**src/rtl/ysyx_23060042_alu_pkg.sv**
```systemverilog
// rtl/ysyx_23060042_alu_pkg.sv - shared ALU opcode and arbiter state definitions
package ysyx_23060042_alu_pkg;

  localparam int XLEN = 32;

  typedef enum logic [2:0] {
    ADD  = 3'b000,
    SUB  = 3'b001,
    SLL  = 3'b010,
    SRL  = 3'b011,
    OR   = 3'b100,
    XOR  = 3'b101,
    AND  = 3'b110,
    SLTU = 3'b111
  } alu_op_e;

  typedef enum logic [0:0] {
    IDLE = 1'b0,
    RESP = 1'b1
  } arb_state_e;

endpackage

```
**src/rtl/ysyx_23060042_alu_arbiter_if.sv**
```systemverilog
// rtl/ysyx_23060042_alu_arbiter_if.sv - requester and shared-ALU signal bundle for the ALU arbiter
// Requester side : req_valid/req_ready/req_op/req_a/req_b, resp_valid/resp_ready/resp_data
// ALU side       : alu_op/alu_a/alu_b (to ALU), alu_out (from ALU, same cycle)
// Status         : busy
// slave  = arbiter view, master = requesters plus ALU view
interface ysyx_23060042_alu_arbiter_if #(
  parameter int N_REQ  = 2,
  parameter int DATA_W = 32,
  parameter int OP_W   = 3
);
  logic [N_REQ-1:0]        req_valid;
  logic [N_REQ-1:0]        req_ready;
  logic [N_REQ*OP_W-1:0]   req_op;
  logic [N_REQ*DATA_W-1:0] req_a;
  logic [N_REQ*DATA_W-1:0] req_b;
  logic [N_REQ-1:0]        resp_valid;
  logic [N_REQ-1:0]        resp_ready;
  logic [DATA_W-1:0]       resp_data;
  logic [OP_W-1:0]         alu_op;
  logic [DATA_W-1:0]       alu_a;
  logic [DATA_W-1:0]       alu_b;
  logic [DATA_W-1:0]       alu_out;
  logic                    busy;

  modport slave (
    input  req_valid, req_op, req_a, req_b, resp_ready, alu_out,
    output req_ready, resp_valid, resp_data, alu_op, alu_a, alu_b, busy
  );

  modport master (
    output req_valid, req_op, req_a, req_b, resp_ready, alu_out,
    input  req_ready, resp_valid, resp_data, alu_op, alu_a, alu_b, busy
  );
endinterface

```
**src/rtl/ysyx_23060042_rr_picker.sv**
```systemverilog
// rtl/ysyx_23060042_rr_picker.sv - combinational round-robin picker
// req_i     : request vector
// ptr_i     : highest-priority index for this scan
// gnt_o     : one-hot grant
// gnt_idx_o : index of the granted request
// any_gnt_o : at least one request was granted
module ysyx_23060042_rr_picker #(
  parameter int N     = 2,
  parameter int PTR_W = 1
) (
  input  logic [N-1:0]     req_i,
  input  logic [PTR_W-1:0] ptr_i,
  output logic [N-1:0]     gnt_o,
  output logic [PTR_W-1:0] gnt_idx_o,
  output logic             any_gnt_o
);

  always_comb begin
    int c;
    c         = 0;
    gnt_o     = '0;
    gnt_idx_o = '0;
    any_gnt_o = 1'b0;
    // Scan from ptr_i upward, wrapping; the first set request wins.
    for (int k = 0; k < N; k++) begin
      c = int'(ptr_i) + k;
      if (c >= N) c = c - N;
      if (!any_gnt_o && req_i[c]) begin
        any_gnt_o = 1'b1;
        gnt_o[c]  = 1'b1;
        gnt_idx_o = PTR_W'(c);
      end
    end
  end

endmodule

```
**src/rtl/ysyx_23060042_alu_arbiter.sv**
```systemverilog
// rtl/ysyx_23060042_alu_arbiter.sv - round-robin sharing of one combinational ALU between requesters
// clk   : clock, all state on rising edge
// rst_n : synchronous active-low reset
// bus   : requester request/response channels and the shared-ALU drive/return (slave view)
module ysyx_23060042_alu_arbiter
  import ysyx_23060042_alu_pkg::*;
#(
  parameter int N_REQ  = 2,
  parameter int DATA_W = XLEN,
  parameter int OP_W   = 3
) (
  input  logic                      clk,
  input  logic                      rst_n,
  ysyx_23060042_alu_arbiter_if.slave bus
);

  localparam int PTR_W = (N_REQ > 1) ? $clog2(N_REQ) : 1;

  localparam logic [0:0] ST_IDLE = 1'(IDLE);
  localparam logic [0:0] ST_RESP = 1'(RESP);

  logic [0:0]        state_q,     state_d;
  logic [PTR_W-1:0]  rr_ptr_q,    rr_ptr_d;
  logic [PTR_W-1:0]  resp_id_q,   resp_id_d;
  logic [DATA_W-1:0] resp_data_q, resp_data_d;

  logic              resp_fire;
  logic              window_open;
  logic [N_REQ-1:0]  pick_req;
  logic [N_REQ-1:0]  pick_gnt;
  logic [PTR_W-1:0]  pick_idx;
  logic              pick_any;
  logic [N_REQ-1:0]  resp_valid_oh;

  // The held result is consumed this cycle; a new grant may issue in the
  // same cycle so back-to-back ops sustain one per clock.
  assign resp_fire   = (state_q == ST_RESP) && bus.resp_ready[resp_id_q];
  assign window_open = (state_q == ST_IDLE) || resp_fire;
  assign pick_req    = window_open ? bus.req_valid : '0;

  ysyx_23060042_rr_picker #(
    .N     (N_REQ),
    .PTR_W (PTR_W)
  ) u_picker (
    .req_i     (pick_req),
    .ptr_i     (rr_ptr_q),
    .gnt_o     (pick_gnt),
    .gnt_idx_o (pick_idx),
    .any_gnt_o (pick_any)
  );

  assign bus.req_ready = pick_gnt;
  // ALU inputs are zeroed when nobody is granted so the shared ALU sees a
  // quiet bus outside grant cycles.
  assign bus.alu_op = pick_any ? bus.req_op[int'(pick_idx)*OP_W +: OP_W]     : '0;
  assign bus.alu_a  = pick_any ? bus.req_a[int'(pick_idx)*DATA_W +: DATA_W]  : '0;
  assign bus.alu_b  = pick_any ? bus.req_b[int'(pick_idx)*DATA_W +: DATA_W]  : '0;

  always_comb begin
    resp_valid_oh = '0;
    if (state_q == ST_RESP) resp_valid_oh[resp_id_q] = 1'b1;
  end

  assign bus.resp_valid = resp_valid_oh;
  assign bus.resp_data  = resp_data_q;
  assign bus.busy       = (state_q == ST_RESP);

  always_comb begin
    state_d     = state_q;
    rr_ptr_d    = rr_ptr_q;
    resp_id_d   = resp_id_q;
    resp_data_d = resp_data_q;
    if (pick_any) begin
      state_d     = ST_RESP;
      resp_id_d   = pick_idx;
      resp_data_d = bus.alu_out;
      rr_ptr_d    = (pick_idx == PTR_W'(N_REQ - 1)) ? '0 : pick_idx + PTR_W'(1);
    end else if (resp_fire) begin
      state_d = ST_IDLE;
    end
  end

  always_ff @(posedge clk) begin
    if (!rst_n) begin
      state_q     <= ST_IDLE;
      rr_ptr_q    <= '0;
      resp_id_q   <= '0;
      resp_data_q <= '0;
    end else begin
      state_q     <= state_d;
      rr_ptr_q    <= rr_ptr_d;
      resp_id_q   <= resp_id_d;
      resp_data_q <= resp_data_d;
    end
  end

endmodule

```
**src/flat_wrapper.sv**
```systemverilog
// flat-port wrapper written by rule: the top's interface ports become plain ports
module ysyx_23060042_alu_arbiter_flat import ysyx_23060042_alu_pkg::*;
#(
  parameter int N_REQ  = 2,
  parameter int DATA_W = XLEN,
  parameter int OP_W   = 3
)
  (clk, rst_n, bus_req_valid, bus_req_op, bus_req_a, bus_req_b, bus_resp_ready, bus_alu_out, bus_req_ready, bus_resp_valid, bus_resp_data, bus_alu_op, bus_alu_a, bus_alu_b, bus_busy);
  ysyx_23060042_alu_arbiter_if #(.N_REQ(N_REQ), .DATA_W(DATA_W), .OP_W(OP_W)) bus_i ();
  input  logic clk;
  input  logic rst_n;
  input wire logic [$bits(bus_i.req_valid)-1:0] bus_req_valid;
  input wire logic [$bits(bus_i.req_op)-1:0] bus_req_op;
  input wire logic [$bits(bus_i.req_a)-1:0] bus_req_a;
  input wire logic [$bits(bus_i.req_b)-1:0] bus_req_b;
  input wire logic [$bits(bus_i.resp_ready)-1:0] bus_resp_ready;
  input wire logic [$bits(bus_i.alu_out)-1:0] bus_alu_out;
  output wire logic [$bits(bus_i.req_ready)-1:0] bus_req_ready;
  output wire logic [$bits(bus_i.resp_valid)-1:0] bus_resp_valid;
  output wire logic [$bits(bus_i.resp_data)-1:0] bus_resp_data;
  output wire logic [$bits(bus_i.alu_op)-1:0] bus_alu_op;
  output wire logic [$bits(bus_i.alu_a)-1:0] bus_alu_a;
  output wire logic [$bits(bus_i.alu_b)-1:0] bus_alu_b;
  output wire logic [$bits(bus_i.busy)-1:0] bus_busy;
  assign bus_i.req_valid = bus_req_valid;
  assign bus_i.req_op = bus_req_op;
  assign bus_i.req_a = bus_req_a;
  assign bus_i.req_b = bus_req_b;
  assign bus_i.resp_ready = bus_resp_ready;
  assign bus_i.alu_out = bus_alu_out;
  assign bus_req_ready = bus_i.req_ready;
  assign bus_resp_valid = bus_i.resp_valid;
  assign bus_resp_data = bus_i.resp_data;
  assign bus_alu_op = bus_i.alu_op;
  assign bus_alu_a = bus_i.alu_a;
  assign bus_alu_b = bus_i.alu_b;
  assign bus_busy = bus_i.busy;
  ysyx_23060042_alu_arbiter #(.N_REQ(N_REQ), .DATA_W(DATA_W), .OP_W(OP_W)) u_core (.clk(clk), .rst_n(rst_n), .bus(bus_i));
endmodule
```
**config.mk**
```make
export PLATFORM = sky130hd
export DESIGN_NAME = ysyx_23060042_alu_arbiter_flat
export DESIGN_NICKNAME = d
export VERILOG_FILES = /design/src/rtl/ysyx_23060042_alu_pkg.sv /design/src/rtl/ysyx_23060042_alu_arbiter_if.sv /design/src/rtl/ysyx_23060042_rr_picker.sv /design/src/rtl/ysyx_23060042_alu_arbiter.sv /design/src/flat_wrapper.sv
export SDC_FILE = /design/constraint.sdc
export NUM_CORES = 1
export LEC_CHECK = 0
export CAP_MARGIN = 20
export CORE_AREA = 2 2 107 109
export DETAILED_ROUTE_END_ITERATION = 8
export DIE_AREA = 0 0 109 111
export PLACE_DENSITY = 0.69
export SYNTH_ARGS = -nofsm -noshare
export SYNTH_HDL_FRONTEND = slang
export SYNTH_HIERARCHICAL = 1
export SYNTH_SLANG_ARGS = --single-unit
export TNS_END_PERCENT = 1
```
**constraint.sdc**
```tcl
create_clock -name clk -period 2.5 [get_ports clk]
set_clock_uncertainty 0.15 [all_clocks]
set_input_delay 0.25 -clock clk [delete_from_list [all_inputs] [get_ports clk]]
set_output_delay 0.25 -clock clk [all_outputs]
set_load 0.01 [all_outputs]
```
==> impl_metrics.csv <==
group,metric,value,unit
status,status,"finished, final reports clean",
final_layout,drive_above_1_share,20.8,%
flow_run,drv_cap,0,
global_route,gr-usage-all-layers,17.3,%
worst_setup_path,worstPathMaxFanout,7,
timing,setup_viol,0,
pwr,p_switching,0.000696,W
synth,ys.warnings.count,6,
final_layout,final_cell_mix,"clkdlybuf4s50_1 (206), nor2b_1 (101), mux2i_1 (94)",
worst_setup_path,cpMaxStageDelayCell,"dfxtp_4",
drt,viasPerCell,4.23,
worst_setup_path,crit_arrival,2.07,ns
pwr,p_leak,2.47,nW
global_route,grt_overflow,0,
worst_setup_path,r2r_slack,0.43,ns
final_layout,final_common_cell,"clkdlybuf4s50_1",
worst_setup_path,cp-start-kind,"register",
global_route,antenna_found_initial,1,
drt,route.detailed.drc,0,
worst_setup_path,cpPeakStageDelay,0.35,ns
placement,io_buffers,275,
worst_setup_path,cp.depth,8,
worst_setup_path,crit_buf_inv,3,
die,die_w,109,um
clock_tree,cts_max_path_buffers,2,
final_layout,area_delta_synth_final,120,%
worst_hold_path,hold_path.class,"reg -> reg",
die,coreArea,11100,um2
pwr,switching_share,28.8,%
clock_tree,clock_latency,0.27,ns
timing,slew_headroom,71.7,%
clock_tree,tritoncts,"done",
timing,hold_viol,0,
final_layout,nets,738,
timing,fin_crit,2.47,ns
synth,synth_seq_area_share,27.0,%
synth,synth_cell_types,15,
timing,drv_slew,0,
worst_setup_path,critPathTopFamily,"buffers and inverters",
worst_setup_path,crit_type,"reg -> out",
clock_tree,cts_root_buffer,"clkbuf_16",
final_layout,num-fill-cells,1051,
timing,layout_setup_ws,0.0307,ns
timing,rsz0062_at_grt,"yes",
worst_setup_path,worstSetupEndpointType,"output port",
die,rows,39,
synth,syn_inst,273,
pwr,clockPowerShare,24.0,%
global_route,grt_pass1_vias,3152,
clock_tree,hold_buffers,0,
placement,dpl.hpwl,8850,um
drt,wl,11000,um
placement,placed_cell_area,5670,um2
placement,place_ws,-0.459,ns
clock_tree,htree_levels,2,
global_route,grt_pass1_wl,16500,um
pwr,p_seq_share,26.1,%
pwr,internal-power,0.00172,W
timing,tightest_slew,0.425,ns
clock_tree,clkSinkCount,35,
drt,final_antenna_net_count,0,
pwr,combPwrFrac,49.9,%
worst_setup_path,worstPathRequired,2.10,ns
pwr,power_density,422,nW/um2
synth,synth_seq_cells,35,
clock_tree,numCtsBuffers,5,
worst_setup_path,path_cells,"mux2i_4 > a21boi_2 > a21boi_4 > buf_12 > bufbuf_16 > mux2i_1 > nor2b_1 > buf_2",
placement,gp_congestion,0.818,
final_layout,fin_area,5710,um2
drt,first_pass_iters,4,
drt,wire_per_inst,15.5,um
die,start_util,23.4,%
die,die_h,111,um
die,dieArea,12100,um2
drt,vias,3005,
synth,synth_nets,445,
die,io_pins,276,
synth,synth.avg_cell_area,9.50,um2
worst_hold_path,min_path_cells,2,
timing,fmax,0.405,GHz
clock_tree,clkTransAtPathRegs,0.05,ns
worst_setup_path,worstRegToRegCells,7,
drt,drt_iter0_markers,103,
placement,dpl.cell_count,695,
global_route,grt_start_max_net_pins,38,
pwr,ir_worst_vdd,0.426,mV
timing,period_share,98.8,%
final_layout,final_cells,711,
synth,syn_area,2590,um2
synth_stat cells:
master / n / share of area [%]
inv_1: 1 / 0.14
and2_1: 2 / 0.48
buf_6: 3 / 1.3
a22o_1: 1 / 0.34
nor2b_1: 101 / 24
dfxtp_1: 35 / 27
buf_2: 2 / 0.39
clkbuf_1: 9 / 1.3
a21boi_0: 5 / 1.4
mux2i_1: 101 / 39
nand2b_1: 2 / 0.48
a21boi_1: 1 / 0.29
buf_8: 2 / 1.2
buf_4: 7 / 2.0
or2_1: 1 / 0.24
repair_timing:
item                       CTS  global route
cloned                       2             1
setup endpoints to repair   67            67
setup buffers                7             0
gates resized for setup    217            56
pin swaps                    3             1
final cells by class:
type | count | area, um2 | share of cell area [%]
Sequential cell | 35 | 704 | 12.3
Clock inverter | 1 | 5.00 | 0.0876
Antenna cell | 1 | 2.50 | 0.0438
Timing Repair Buffer | 309 | 2890 | 50.5
Clock buffer | 7 | 133 | 2.32
Multi-Input combinational cell | 214 | 1800 | 31.5
Inverter | 1 | 3.75 | 0.0657
Tap cell | 143 | 179 | 3.13
worst min-delay path: stages (launching register included):
cell and delay [ns]:
dfxtp_1 0.31, nand2b_1 0.07, a21boi_1 0.06
layer usage:
metal	routed length [um]	track usage, %	vias up
met1	4000	19.1	1353
li1	-	-	1498
met2	5650	31.8	138
met5	0	0	-
met4	263	5.30	0
met3	1120	4.41	16
metrics by stage:
stage          setup TNS [ns]  utilization, %  hold slack, ns  total power [W]
3_3_place_gp           -20.82            51.2           0.326          0.00188
4_1_cts                     0            52.4           0.348          0.00246
2_1_floorplan               0               -           0.228          0.00114
6_report                    0            51.6           0.338          0.00241
5_1_grt                 -1.71            51.6           0.373          0.00255
3_5_place_dp           -24.93            51.2           0.340          0.00189
logic make-up (layout without fill, tap and decap cells):
| logic type | Yosys count | in the layout | synth area share [%] |
|---|---|---|---|
| AND/OR/NAND/NOR | 106 | 106 | 25.6 |
| multiplexers | 101 | 101 | 39.0 |
| flip-flops | 35 | 35 | 27.0 |
| AO/OA/AOI/OAI | 7 | 7 | 2.08 |
| other | 0 | 1 | 0 |
| buffers and inverters | 24 | 318 | 6.32 |
sequential cells by signal, summed over array words and instances, names as in the netlist:
name,cells
u_core/bus.resp_data,32
u_core/bus.busy,1
u_core/resp_id_q,1
u_core/rr_ptr_q,1
power by group through the flow:
stage / clock [W] / sequential (W) / combinational, W
5_1_grt: 0.000623 / 0.000636 / 0.00129
6_report: 0.000579 / 0.000630 / 0.00120
3_3_place_gp: 0 / 0.000639 / 0.00124
2_1_floorplan: 0 / 0.000659 / 0.000482
3_5_place_dp: 0 / 0.000640 / 0.00125
4_1_cts: 0.000598 / 0.000631 / 0.00123
worst paths after layout:
| path | startpoint | endpoint |
|---|---|---|
| max | u_core/resp_id_q | bus_alu_b[31] |
| min | u_core/rr_ptr_q | u_core/rr_ptr_q |
| max reg2reg | u_core/resp_id_q | u_core/bus.resp_data[21] |
| min reg2reg | u_core/rr_ptr_q | u_core/rr_ptr_q |
Note: power is estimated with default switching activity, not from simulation.
